File: src/rtl/meriac_tt02_morse_decode.sv
// Morse receiver: samples a key level, classifies marks as dots/dashes and emits one ASCII strobe per letter, plus a space on word gaps.
// Optional feature macro: MORSE_DECODE_ERR_EN (unknown or overflowed letters emit '?' with an err pulse).
module meriac_tt02_morse_decode #(
  parameter int UNIT_CYCLES = 898
) (
  input  logic       clk,
  input  logic       rst,
  input  logic       key,
  output logic [6:0] char,
  output logic       char_valid,
  output logic       busy,
  output logic       err
);

  localparam int               PRE_W     = (UNIT_CYCLES > 1) ? $clog2(UNIT_CYCLES) : 1;
  localparam logic [PRE_W-1:0] PRE_LAST  = PRE_W'(UNIT_CYCLES - 1);
  localparam logic [6:0]       SYM_EMPTY = 7'b000_0001;

  typedef enum logic [1:0] {S_IDLE, S_MARK, S_GAP} state_t;

  typedef struct packed {
    logic       known;
    logic [6:0] ascii;
  } lookup_t;

  // Symbol register layout: a leading 1 sentinel followed by the symbols, first symbol
  // nearest the sentinel, 0 = dot, 1 = dash.
  function automatic lookup_t lookup(input logic [6:0] code);
    lookup_t r;
    r.known = 1'b1;
    r.ascii = 7'h3F;
    case (code)
      7'b1_01:     r.ascii = 7'h41;
      7'b1_1000:   r.ascii = 7'h42;
      7'b1_1010:   r.ascii = 7'h43;
      7'b1_100:    r.ascii = 7'h44;
      7'b1_0:      r.ascii = 7'h45;
      7'b1_0010:   r.ascii = 7'h46;
      7'b1_110:    r.ascii = 7'h47;
      7'b1_0000:   r.ascii = 7'h48;
      7'b1_00:     r.ascii = 7'h49;
      7'b1_0111:   r.ascii = 7'h4A;
      7'b1_101:    r.ascii = 7'h4B;
      7'b1_0100:   r.ascii = 7'h4C;
      7'b1_11:     r.ascii = 7'h4D;
      7'b1_10:     r.ascii = 7'h4E;
      7'b1_111:    r.ascii = 7'h4F;
      7'b1_0110:   r.ascii = 7'h50;
      7'b1_1101:   r.ascii = 7'h51;
      7'b1_010:    r.ascii = 7'h52;
      7'b1_000:    r.ascii = 7'h53;
      7'b1_1:      r.ascii = 7'h54;
      7'b1_001:    r.ascii = 7'h55;
      7'b1_0001:   r.ascii = 7'h56;
      7'b1_011:    r.ascii = 7'h57;
      7'b1_1001:   r.ascii = 7'h58;
      7'b1_1011:   r.ascii = 7'h59;
      7'b1_1100:   r.ascii = 7'h5A;
      7'b1_11111:  r.ascii = 7'h30;
      7'b1_01111:  r.ascii = 7'h31;
      7'b1_00111:  r.ascii = 7'h32;
      7'b1_00011:  r.ascii = 7'h33;
      7'b1_00001:  r.ascii = 7'h34;
      7'b1_00000:  r.ascii = 7'h35;
      7'b1_10000:  r.ascii = 7'h36;
      7'b1_11000:  r.ascii = 7'h37;
      7'b1_11100:  r.ascii = 7'h38;
      7'b1_11110:  r.ascii = 7'h39;
      default:     r.known = 1'b0;
    endcase
    return r;
  endfunction

  logic             key_s1_q, key_s2_q, key_prev_q;
  logic [PRE_W-1:0] presc_q, presc_d;
  logic [2:0]       units_q, units_d;
  logic [6:0]       sym_q, sym_d;
  logic             ovf_q, ovf_d;
  logic             word_q, word_d;
  state_t           state_q, state_d;
  logic [6:0]       char_q, char_d;
  logic             valid_q, valid_d;
  logic             err_q, err_d;

  logic    rise, fall, wrap, letter_trig, word_trig;
  lookup_t lk;

  assign rise = key_s2_q & ~key_prev_q;
  assign fall = ~key_s2_q & key_prev_q;
  assign wrap = (presc_q == PRE_LAST);

  // Triggers key off the unit-count increment, not its next value, so a key edge landing on
  // the same cycle (which clears the counters) cannot swallow an emission.
  assign letter_trig = (state_q == S_GAP) && wrap && (units_q == 3'd2) && (sym_q != SYM_EMPTY);
  assign word_trig   = (state_q == S_GAP) && wrap && (units_q == 3'd6) && word_q;
  assign lk          = lookup(sym_q);

  always_comb begin : timer
    presc_d = presc_q + 1'b1;
    units_d = units_q;
    if (rise || fall) begin
      presc_d = '0;
      units_d = '0;
    end else if (wrap) begin
      presc_d = '0;
      if (units_q != 3'd7) units_d = units_q + 3'd1;
    end
  end

  // NOTE: every signal driven here gets a default first, so no path can leave it unassigned and infer a latch.
  always_comb begin : fsm_next
    state_d = state_q;
    sym_d   = sym_q;
    ovf_d   = ovf_q;
    word_d  = word_q;
    char_d  = char_q;
    valid_d = 1'b0;
    err_d   = 1'b0;

    case (state_q)
      S_IDLE: begin
        if (rise) state_d = S_MARK;
      end
      S_MARK: begin
        if (fall) begin
          if (sym_q[6]) ovf_d = 1'b1;
          else          sym_d = {sym_q[5:0], (units_q >= 3'd2)};
          state_d = S_GAP;
        end
      end
      S_GAP: begin
        if (letter_trig) begin
          if (lk.known && !ovf_q) begin
            char_d  = lk.ascii;
            valid_d = 1'b1;
          end
`ifdef MORSE_DECODE_ERR_EN
          else begin
            char_d  = 7'h3F;
            valid_d = 1'b1;
            err_d   = 1'b1;
          end
`endif
          sym_d  = SYM_EMPTY;
          ovf_d  = 1'b0;
          word_d = 1'b1;
        end
        if (word_trig) begin
          char_d  = 7'h20;
          valid_d = 1'b1;
          word_d  = 1'b0;
        end
        if (rise)                            state_d = S_MARK;
        else if (wrap && units_q == 3'd6)    state_d = S_IDLE;
      end
      default: state_d = S_IDLE;
    endcase
  end

  // NOTE: state registers use non-blocking assignments so every flop samples pre-edge values.
  always_ff @(posedge clk) begin
    if (rst) begin
      key_s1_q   <= 1'b0;
      key_s2_q   <= 1'b0;
      key_prev_q <= 1'b0;
      presc_q    <= '0;
      units_q    <= '0;
      sym_q      <= SYM_EMPTY;
      ovf_q      <= 1'b0;
      word_q     <= 1'b0;
      state_q    <= S_IDLE;
      char_q     <= 7'h00;
      valid_q    <= 1'b0;
      err_q      <= 1'b0;
    end else begin
      key_s1_q   <= key;
      key_s2_q   <= key_s1_q;
      key_prev_q <= key_s2_q;
      presc_q    <= presc_d;
      units_q    <= units_d;
      sym_q      <= sym_d;
      ovf_q      <= ovf_d;
      word_q     <= word_d;
      state_q    <= state_d;
      char_q     <= char_d;
      valid_q    <= valid_d;
      err_q      <= err_d;
    end
  end

  assign char       = char_q;
  assign char_valid = valid_q;
  assign err        = err_q;
  assign busy       = (sym_q != SYM_EMPTY);

endmodule

File: config.mk
export PLATFORM = sky130hd
export DESIGN_NAME = meriac_tt02_morse_decode
export DESIGN_NICKNAME = d
export VERILOG_FILES = /design/src/rtl/meriac_tt02_morse_decode.sv
export SDC_FILE = /design/constraint.sdc
export NUM_CORES = 1
export LEC_CHECK = 0
export ABC_AREA = 0
export CAP_MARGIN = 10
export CORE_MARGIN = 3
export CORE_UTILIZATION = 35
export DETAILED_ROUTE_END_ITERATION = 12
export GPL_TIMING_DRIVEN = 0
export PLACE_DENSITY = 0.52
export SYNTH_ARGS = -nofsm -noshare
export SYNTH_HDL_FRONTEND = slang
export SYNTH_SLANG_ARGS = --single-unit
File: constraint.sdc
create_clock -name clk -period 4.4 [get_ports clk]
set_clock_uncertainty 0.1 [all_clocks]
set_input_delay 0.88 -clock clk [delete_from_list [all_inputs] [get_ports clk]]
set_output_delay 0.88 -clock clk [all_outputs]
set_load 0.05 [all_outputs]
==> key figures <==
Min path
  • Min-delay worst type: flip-flop to flip-flop

Power
  • LEAKAGE: between 0.0007 and 0.0008 uW
  • Pint: between 400 and 500 uW
  • Power Total: 608 uW
  • Comb pwr share: 3.9%
  • Sw Pwr: around 140 uW
  • Clock Power Share: 42.8%
  • Sequential share of power: a little over half
  • Peak VDD IR: 0.000152 V
  • Switching share of power: ~22%
  • Pwr/cell area: about 270 nW/um2

Job
  • Maximum capacitance violations: 0

Layout
  • Cell area after layout: 2280 um2
  • Ant. Diodes: 0
  • P&R area growth vs syn: 15.2%
  • Net total in the final layout: approximately 270
  • Final Non-Filler Cells: 330
  • Layout cells sized above 1: between 10% and 20%

Timing
  • Crit path setup slack, layout: approximately 1.2 ns
  • Worst Tran Pin Value: between 0.5 and 0.6 ns
  • Period minus WS final: 3.16 ns
  • Fmax: 316 MHz
  • Hold Fails Final Rpt: 0
  • Slew Limit Headroom: between 60% and 70%
  • Setup_tns: 0 ns
  • Final setup violation count: 0
  • RSZ-0062 raised after global routing: false
  • Final period utilization: between 70 and 80%
  • Slew Limit Fails: 0

Synth
  • Synth Area per Inst: slightly above 8 um2
  • Mapped Nets: 251
  • Predominant post-synthesis flop cell: dfxtp_1
  • Post-Synthesis Cells: around 240
  • Post-synth top area share: between 30% and 40%
  • Post-synthesis register bit count: 35
  • Synthesis Warnings: 0
  • Top-count cell post-synth: dfxtp_1
  • Synth top cells by count: 35 x dfxtp_1, 31 x nor2_1, 20 x a21oi_1, 17 x nand2_1, 17 x nand3_1
  • Post-synth EDFFs: 0
  • Synth top area cells: dfxtp_1 35%, nor2_1 5.9%, a21oi_1 5.1%, ha_1 4.4%, nand3_1 4.3%
  • Post-Syn Area: roughly 2000 um2
  • Leading area contributor after synthesis: dfxtp_1
  • Synth unique cells: 54
  • Post-synth ARST share: 0%
  • Sequential cell area fraction in the yosys report: a little over a third

Worst setup path
  • Worst Path Arrival: about 2.2 ns
  • CP peak stage delay: about 0.80 ns
  • CP Capture Type: output port
  • WP data required: 3.42 ns
  • Buf/Inv on CP: 2
  • CP Launch Type: flip-flop
  • Critical path's top delay family: buffers and inverters
  • Crit path cell chain: buf_2 > nor4_1 > nand3_1 > clkdlybuf4s50_1
  • Crit path kind: flip-flop to output port
  • CP Max Fanout: 10
  • CP max-delay cell: clkdlybuf4s50_1

Route
  • Initial DRC Count: 91
  • Routed WL per cell: roughly 13 um
  • Via Count: roughly 1700
  • # DRC: 0
  • Vias per inst: just over 5
  • Final ANT Viol Nets: 0
  • Post-Route WL: ~4300 um
  • DR pass1 iterations: 4

Global routing
  • Number of antenna violations at the first check in global routing: 0
  • GRT Util Overall: between 10% and 20%
  • Vias in the first global route: 1622
  • M1 GR Usage: between 10% and 20%
  • M3 GR Usage: approximately 4%
  • Busiest layer in global routing: met2
  • GRT overflow: 0
  • Met2 usage: 24.8%
  • First-pass GRT wire length: between 7000 and 8000 um
  • Largest net degree at the start of global routing: 12

Clock network
  • Root Buffer: clkbuf_8
  • H-tree Lvls: 2
  • Clock buffer depth: 2
  • Cts bufs inserted: 5
  • Postcts setup bufs: 0
  • CTS resizes: 0
  • Hold_buf cts: 0
  • CTS tree: built
  • Clk sinks: 35
  • Clock Latency Late Sink: 0.28 ns
  • Reg clk slew, reported paths: about 0.070 ns

Floorplan
  • Die Ht: around 81 um
  • Die ar.: around 6600 um2
  • IO Pins: 13
  • # rows: 26
  • Starting Density: between 30% and 40%
  • Core ar.: around 5300 um2
  • Chip width: between 80 and 90 um

Place
  • Buffers on Ports: 11
  • Placed Cells: about 320
  • Place WS: ~1.5 ns
  • Post-DP Area: ~2200 um2
  • Placed wire-length estimate: roughly 3200 um
  • GPL Wtd Cong: a little over 0.8

Run status
  • Outcome: finished, final reports clean
-- worst register-to-register path, stage by stage, from the launching register on --
cell and delay [ns]:
dfxtp_1 0.40, ha_1 0.18, nand4_1 0.15, nor4_4 0.46, nand4_2 0.30, a211o_1 0.40
nand3_1 0.10, a21oi_1 0.07
-- registers in the layout (all words and copies together) (netlist names) --
signal,cells
sym_q,7
state_q,2
ovf_q,1
char_valid,1
presc_q,10
units_q,3
key_s1_q,1
char,7
key_prev_q,1
word_q,1
key_s2_q,1
-- routing by layer --
| layer | up-vias | part of all wire, % |
|---|---|---|
| met5 | - | 0 |
| met4 | 0 | 0.89 |
| met3 | 4 | 3.6 |
| met2 | 23 | 48 |
| met1 | 771 | 47 |
| li1 | 876 | - |
-- power by group through the flow --
stage | logic, uW | registers [uW] | clock network (uW)
3_5_place_dp | 24.6 | 332 | 0
2_1_floorplan | 17.7 | 331 | 0
4_1_cts | 24.8 | 324 | 272
3_3_place_gp | 24.6 | 331 | 0
5_1_grt | 28.0 | 325 | 285
6_report | 23.9 | 324 | 260
-- cell usage in the layout, fill, tap and decap left out, types with 2 or more instances in the layout --
cell type | netlist | final
nor2_1 | 31 | 31
a211oi_1 | 5 | 5
nor2b_1 | 7 | 7
xor2_1 | 7 | 7
inv_1 | 8 | 8
a31oi_1 | 3 | 3
dfxtp_1 | 35 | 35
a21oi_1 | 20 | 20
buf_4 | 2 | 2
mux2i_1 | 4 | 4
clkbuf_8 | 2 | 9
buf_2 | 2 | 2
nand3_1 | 17 | 17
clkbuf_1 | 7 | 7
xnor2_1 | 4 | 4
ha_1 | 7 | 7
nand2b_1 | 9 | 9
a221oi_1 | 2 | 2
o21ai_0 | 11 | 11
nor3_1 | 4 | 4
nand2_1 | 17 | 17
or3_1 | 2 | 2
clkdlybuf4s50_1 | 0 | 11
nand4_1 | 4 | 4
-- through the flow --
step	hold slack [ns]	utilization, %
2_1_floorplan	0.314	-
3_3_place_gp	0.317	41.3
3_5_place_dp	0.341	41.3
4_1_cts	0.355	43.3
5_1_grt	0.369	43.3
6_report	0.353	43.3
-- worst paths after layout --
kind	slack, ns	cells after the start	startpoint	to
hold reg to reg	0.35	1	key_s1_q	key_s2_q
setup reg to reg	2.11	7	presc_q[0]	char[1]
hold / removal	0.35	1	key_s1_q	key_s2_q
setup / recovery	1.24	4	sym_q[1]	busy
-- cell families after synthesis --
logic type,share of synthesized area (%)
other,0.190
buffers and inverters,6.77
multiplexers,2.59
flip-flops,35.4
AND/OR/NAND/NOR,28.3
XOR/XNOR,4.87
adder cells (fa/ha/maj),4.43
AO/OA/AOI/OAI,17.4
-- final cells by class --
class	count	area [um2]
Multi-Input combinational cell	182	1140
Clock buffer	7	96.3
Tap cell	70	87.6
Inverter	8	30.0
Sequential cell	35	701
Clock inverter	1	7.51
Fill cell	577	2990
Timing Repair Buffer	11	110
Buffer	16	104
Note: power is estimated with default switching activity, not from simulation.
